File: config.mk
export PLATFORM = sky130hd
export DESIGN_NAME = mem_fifo_ctrl
export DESIGN_NICKNAME = d
export VERILOG_FILES = /design/src/rtl/mem_pkg.sv /design/src/rtl/mem_fifo_ctrl.sv
export SDC_FILE = /design/constraint.sdc
export NUM_CORES = 1
export LEC_CHECK = 0
export CAP_MARGIN = 5
export CORE_UTILIZATION = 43
export CTS_CLUSTER_SIZE = 10
export DETAILED_ROUTE_END_ITERATION = 10
export HOLD_SLACK_MARGIN = 0.08
export PLACE_DENSITY = 0.87
export SLEW_MARGIN = 0
export SYNTH_ARGS = -nofsm -noshare
export SYNTH_HDL_FRONTEND = slang
export SYNTH_SLANG_ARGS = --single-unit
File: constraint.sdc
create_clock -name clk -period 3.8 [get_ports clk]
set_input_delay 0.76 -clock clk [delete_from_list [all_inputs] [get_ports clk]]
set_output_delay 0.76 -clock clk [all_outputs]
set_load 0.1 [all_outputs]
File: src/rtl/mem_pkg.sv
// Shared geometry of the 8x8 single-port mem and the FIFO sequencer in front of it.
package mem_pkg;

  localparam int MEM_AW    = 3;
  localparam int MEM_DW    = 8;
  localparam int MEM_DEPTH = 1 << MEM_AW;

  typedef logic [MEM_AW-1:0] mem_addr_t;
  typedef logic [MEM_DW-1:0] mem_data_t;

endpackage : mem_pkg

File: src/rtl/mem_fifo_ctrl.sv
// FIFO sequencer: turns a push/pop stream into single-port mem accesses.
// Owns read/write pointers and occupancy; mem is treated as plain storage.
// At most one mem operation per cycle, and pop wins over push.
module mem_fifo_ctrl
  import mem_pkg::*;
#(
  parameter int AW = MEM_AW,
  parameter int DW = MEM_DW
) (
  input  logic          clk,
  input  logic          rst,
  input  logic          push,
  input  logic [DW-1:0] push_data,
  output logic          push_ready,
  input  logic          pop,
  output logic          pop_ready,
  output logic [DW-1:0] rdata,
  output logic          rdata_valid,
  output logic          full,
  output logic          empty,
  output logic [AW:0]   count,
  output logic          mem_wr,
  output logic          mem_rd,
  output logic [AW-1:0] mem_addr,
  output logic [DW-1:0] mem_din,
  input  logic [DW-1:0] mem_dout
);

  localparam int          DEPTH      = 1 << AW;
  localparam logic [AW:0] FULL_COUNT = (AW+1)'(DEPTH);

  logic [AW-1:0] r_wptr;
  logic [AW-1:0] r_rptr;
  logic [AW:0]   r_count;
  logic          r_rd_pend;
  logic [DW-1:0] r_rdata;

  logic w_empty;
  logic w_full;
  logic w_pop_acc;
  logic w_push_acc;

  // Flags come straight from the registered occupancy.
  assign w_empty = (r_count == '0);
  assign w_full  = (r_count == FULL_COUNT);

  // Pop has priority: a pending pop on a non-empty FIFO blocks the push.
  assign pop_ready  = !rst && !w_empty;
  assign push_ready = !rst && !w_full && !(pop && !w_empty);
  assign w_pop_acc  = pop && pop_ready;
  assign w_push_acc = push && push_ready;

  // Issue mux: the address idles on the read pointer when nothing is issued.
  assign mem_rd   = w_pop_acc;
  assign mem_wr   = w_push_acc;
  assign mem_addr = w_push_acc ? r_wptr : r_rptr;
  assign mem_din  = push_data;

  // mem registers Dataout on the read edge, so the data is live in the cycle
  // after acceptance; outside that cycle the last popped word is replayed.
  // A reset landing on the read cycle drops the outstanding read.
  assign rdata_valid = r_rd_pend && !rst;
  assign rdata       = r_rd_pend ? mem_dout : r_rdata;

  assign full  = w_full;
  assign empty = w_empty;
  assign count = r_count;

  // Pointer and occupancy update; push and pop are never accepted together.
  always_ff @(posedge clk) begin
    if (rst) begin
      r_wptr  <= '0;
      r_rptr  <= '0;
      r_count <= '0;
    end else if (w_pop_acc) begin
      r_rptr  <= r_rptr + 1'b1;
      r_count <= r_count - 1'b1;
    end else if (w_push_acc) begin
      r_wptr  <= r_wptr + 1'b1;
      r_count <= r_count + 1'b1;
    end
  end

  // Track the read in flight and hold the last popped word.
  always_ff @(posedge clk) begin
    if (rst) begin
      r_rd_pend <= 1'b0;
      r_rdata   <= '0;
    end else begin
      r_rd_pend <= w_pop_acc;
      if (r_rd_pend) begin
        r_rdata <= mem_dout;
      end
    end
  end

endmodule : mem_fifo_ctrl

==> load_flow_metrics.sql <==
INSERT INTO impl_metrics (metric_group, metric, value, unit) VALUES
('floorplanning', 'die_width', '50.8', 'microns'),
('sta', 'count_of_endpoints_failing_setup_in_the_final_report', '0', ''),
('cts', 'cts_tree', 'done', ''),
('cts', 'clk_latency', '0.30', 'ns'),
('sta', 'worst_slew_pin_slew', '0.976', 'ns'),
('place', 'port-buffer-count', '33', ''),
('critical_path', 'worstPathRequired', '3.04', 'ns'),
('floorplanning', 'initial_core_util', '45.8', '%'),
('sta', 'timing.clock.skew', '0.00647', 'ns'),
('worst_hold_path', 'hold_path.class', 'reg2reg', ''),
('detailed_routing', 'finalWirelength', '2.10', 'mm'),
('logic_synthesis', 'yosysWarningCount', '0', ''),
('sta', 'clock.fmax', '315', 'MHz'),
('logic_synthesis', 'post-synth-top-area-cell', 'sky130_fd_sc_hd__dfxtp_1', ''),
('cts', 'clock_tree.buffer_depth', '2', ''),
('sta', 'final.setup.tns', '0', 'ns'),
('critical_path', 'type_of_the_worst_setup_path', 'in2out', ''),
('global_routing', 'grt_overflow_total', '0', ''),
('floorplanning', 'rows', '17', ''),
('job', 'drv.max_cap_violation_count', '0', ''),
('global_routing', 'grt_start_max_net_pins', '16', ''),
('sta', 'number_of_endpoints_with_negative_hold_slack_in_the_final_report', '0', ''),
('critical_path', 'cp-end-kind', 'output pin', ''),
('detailed_routing', 'drt_pass1_iterations', '4', ''),
('critical_path', 'critical_path_peak_fanout', '8', ''),
('logic_synthesis', 'synth.net_count', '129', ''),
('global_routing', 'vias_in_the_first_global_route', '834', ''),
('logic_synthesis', 'synth_commonest_cells', 'sky130_fd_sc_hd__dfxtp_1, sky130_fd_sc_hd__nor2_1, sky130_fd_sc_hd__and2_1, sky130_fd_sc_hd__buf_4, sky130_fd_sc_hd__mux2_2', ''),
('place', 'dp_hpwl', '1.66', 'mm'),
('cts', 'cts_root_buffer', 'sky130_fd_sc_hd__clkbuf_4', ''),
('detailed_routing', 'routed-wl-met3', '154', 'microns'),
('logic_synthesis', 'synth_top_area_share', '37.2', '%'),
('logic_synthesis', 'yosys_register_bits', '19', ''),
('detailed_routing', 'met1Wirelength', '898', 'microns'),
('logic_synthesis', 'synth_cells', '104', ''),
('critical_path', 'timing.critical_path.arrival', '2.42', 'ns'),
('logic_synthesis', 'synthFlopType', 'sky130_fd_sc_hd__dfxtp_1', ''),
('floorplanning', 'fp.coreArea', '2230', 'sq um'),
('logic_synthesis', 'syn_area', '1020', 'sq um'),
('detailed_routing', 'drtIter0Drc', '5', ''),
('cts', 'clk_pin_slew', '0.09', 'ns'),
('sta', 'finalMaxSlewViolations', '0', ''),
('final_layout', 'flow.area_growth_from_synthesis', '34.8', '%'),
('detailed_routing', 'highest-signal-layer', 'met4', ''),
('logic_synthesis', 'ys_top_cells_by_area', 'sky130_fd_sc_hd__dfxtp_1, sky130_fd_sc_hd__mux2_2, sky130_fd_sc_hd__buf_4', ''),
('final_layout', 'post_route_cells_drive_above_1_share', '28.2', '%'),
('floorplanning', 'io_pins', '50', ''),
('global_routing', 'grt_use_total', '18.0', '%'),
('run_status', 'run_status', 'completed', ''),
('sta', 'grt_setup_unrepaired', 'false', ''),
('logic_synthesis', 'synth.avg_cell_area', '9.83', 'sq um'),
('final_layout', 'filler_cell_count', '198', ''),
('cts', 'cts_resized', '0', ''),
('sta', 'layout_min_cycle_time', '3.18', 'ns'),
('place', 'place.gp.congestion', '0.810', ''),
('floorplanning', 'die-height', '50.8', 'microns'),
('cts', 'post_cts.repair.setup_buffers', '0', ''),
('cts', 'cts_sink_cnt', '19', ''),
('cts', 'cts_buffers', '3', ''),
('detailed_routing', 'antenna_violating_nets_post_route', '0', ''),
('logic_synthesis', 'asyncSetResetFlopFracSynth', '0', '%'),
('detailed_routing', 'routed_via_density', '5.03', ''),
('cts', 'cts.htree.levels', '1', ''),
('detailed_routing', 'via_count_of_the_routed_design', '800', ''),
('logic_synthesis', 'yosysMostFrequentCell', 'sky130_fd_sc_hd__dfxtp_1', ''),
('detailed_routing', 'detail_route.drc_violations', '0', ''),
('cts', 'ctsHoldBuffers', '0', ''),
('final_layout', 'n_antenna_cell', '0', ''),
('sta', 'final_cycle_utilization_of_the_critical_path', '83.6', '%'),
('sta', 'slew_headroom', '34.7', '%'),
('logic_synthesis', 'synth-edff-count', '0', ''),
('logic_synthesis', 'seq_area_frac_synth', '37.2', '%'),
('global_routing', 'grt_first_pass_wirelength', '3.41', 'mm'),
('logic_synthesis', 'synth_cell_type_count', '29', ''),
('global_routing', 'antenna_found_initial', '0', ''),
('critical_path', 'nature_of_the_critical_path_startpoint', 'input pin', ''),
('final_layout', 'nNetsFinal', '157', ''),
('detailed_routing', 'met2RoutedLength', '1.02', 'mm'),
('floorplanning', 'die_area', '2580', 'sq um'),
('detailed_routing', 'routed_wire_length_per_instance', '13.2', 'microns');
==> final cells by class <==
cell class                      instances  area, sq um  area share [%]
Timing Repair Buffer                   34          355            25.8
Sequential cell                        19          380            27.6
Multi-Input combinational cell         69          562            40.8
Clock buffer                            4         26.3            1.91
Inverter                                5         18.8            1.36
Tap cell                               28         35.0            2.54
==> flip-flops by register name, summed over array words and instances (netlist names) <==
name and count:
count 4, r_rd_pend 1, r_rdata 8, r_rptr 3
r_wptr 3
==> kinds of logic (layout without fill, tap and decap cells) <==
group,Yosys count,after routing,synth area share [%]
buf+inv,16,43,9.55
xor+xnor,5,5,4.28
flops,19,19,37.2
compound gates,9,9,6.73
fa+ha+maj,5,5,6.85
simple gates,35,35,18.2
mux,15,15,17.1
==> layer usage <==
layer / up-vias / global-route usage, %
met2: 35 / 34.0
met5: - / 0
met3: 3 / 5.76
met4: 0 / 6.94
met1: 366 / 17.9
li1: 396 / -
==> layout by cell type (no fill, tap or decap) <==
cell,netlist,layout
sky130_fd_sc_hd__a31oi_2,1,1
sky130_fd_sc_hd__nand3_1,2,2
sky130_fd_sc_hd__and3_1,2,2
sky130_fd_sc_hd__clkbuf_4,0,3
sky130_fd_sc_hd__o31ai_1,1,1
sky130_fd_sc_hd__mux2_2,8,8
sky130_fd_sc_hd__a21boi_0,1,1
sky130_fd_sc_hd__a211oi_1,1,1
sky130_fd_sc_hd__mux2_4,3,3
sky130_fd_sc_hd__nor4_4,0,1
sky130_fd_sc_hd__a21oi_1,3,3
sky130_fd_sc_hd__nand2b_1,2,2
sky130_fd_sc_hd__xnor2_1,4,4
sky130_fd_sc_hd__dfxtp_1,19,19
sky130_fd_sc_hd__buf_4,8,14
sky130_fd_sc_hd__nor2b_1,3,3
sky130_fd_sc_hd__nand2_1,5,5
sky130_fd_sc_hd__buf_12,0,5
sky130_fd_sc_hd__and2_1,8,8
sky130_fd_sc_hd__clkdlybuf4s50_1,0,15
sky130_fd_sc_hd__nor2_1,10,9
sky130_fd_sc_hd__or4b_4,1,1
sky130_fd_sc_hd__nand4_1,1,1
sky130_fd_sc_hd__fa_1,1,1
sky130_fd_sc_hd__ha_1,4,4
sky130_fd_sc_hd__mux2i_1,4,4
sky130_fd_sc_hd__o41a_1,1,1
sky130_fd_sc_hd__o211ai_1,1,1
sky130_fd_sc_hd__clkbuf_1,2,1
sky130_fd_sc_hd__inv_1,5,5
sky130_fd_sc_hd__nor2_2,0,1
sky130_fd_sc_hd__xor2_1,1,1
==> critical path, stage by stage <==
cell	delay (ns)
sky130_fd_sc_hd__clkdlybuf4s50_1	0.44
sky130_fd_sc_hd__o31ai_1	0.13
sky130_fd_sc_hd__and3_1	0.55
sky130_fd_sc_hd__mux2_4	0.36
sky130_fd_sc_hd__buf_12	0.17
==> through the flow <==
step / utilization, % / setup slack (ns) / hold WS [ns] / std cells / instance area [sq um]
finish: 61.7 / 0.623 / 0.481 / 159 / 1380
global route: 61.7 / 0.561 / 0.523 / 159 / 1380
CTS: 61.7 / 0.621 / 0.485 / 159 / 1380
detailed placement: 60.5 / 0.620 / 0.473 / 155 / 1350
global placement: 60.5 / 0.654 / 0.448 / 155 / 1350
floorplan: - / 0.0785 / 0.434 / 104 / 1040
==> worst paths after layout <==
| check | from | to | slack [ns] | depth (start not counted) |
|---|---|---|---|---|
| min | r_wptr[2]$_SDFFE_PP0P_ | r_wptr[2]$_SDFFE_PP0P_ | 0.48 | 1 |
| max | pop | mem_addr[0] | 0.62 | 5 |
| max reg2reg | count[0]$_SDFFE_PP0P_ | count[3]$_SDFFE_PP0P_ | 1.53 | 8 |
| min reg2reg | r_wptr[2]$_SDFFE_PP0P_ | r_wptr[2]$_SDFFE_PP0P_ | 0.48 | 1 |
Power is not shown: default switching activity piles up to over one toggle a cycle in this logic, so the estimate is an artifact.
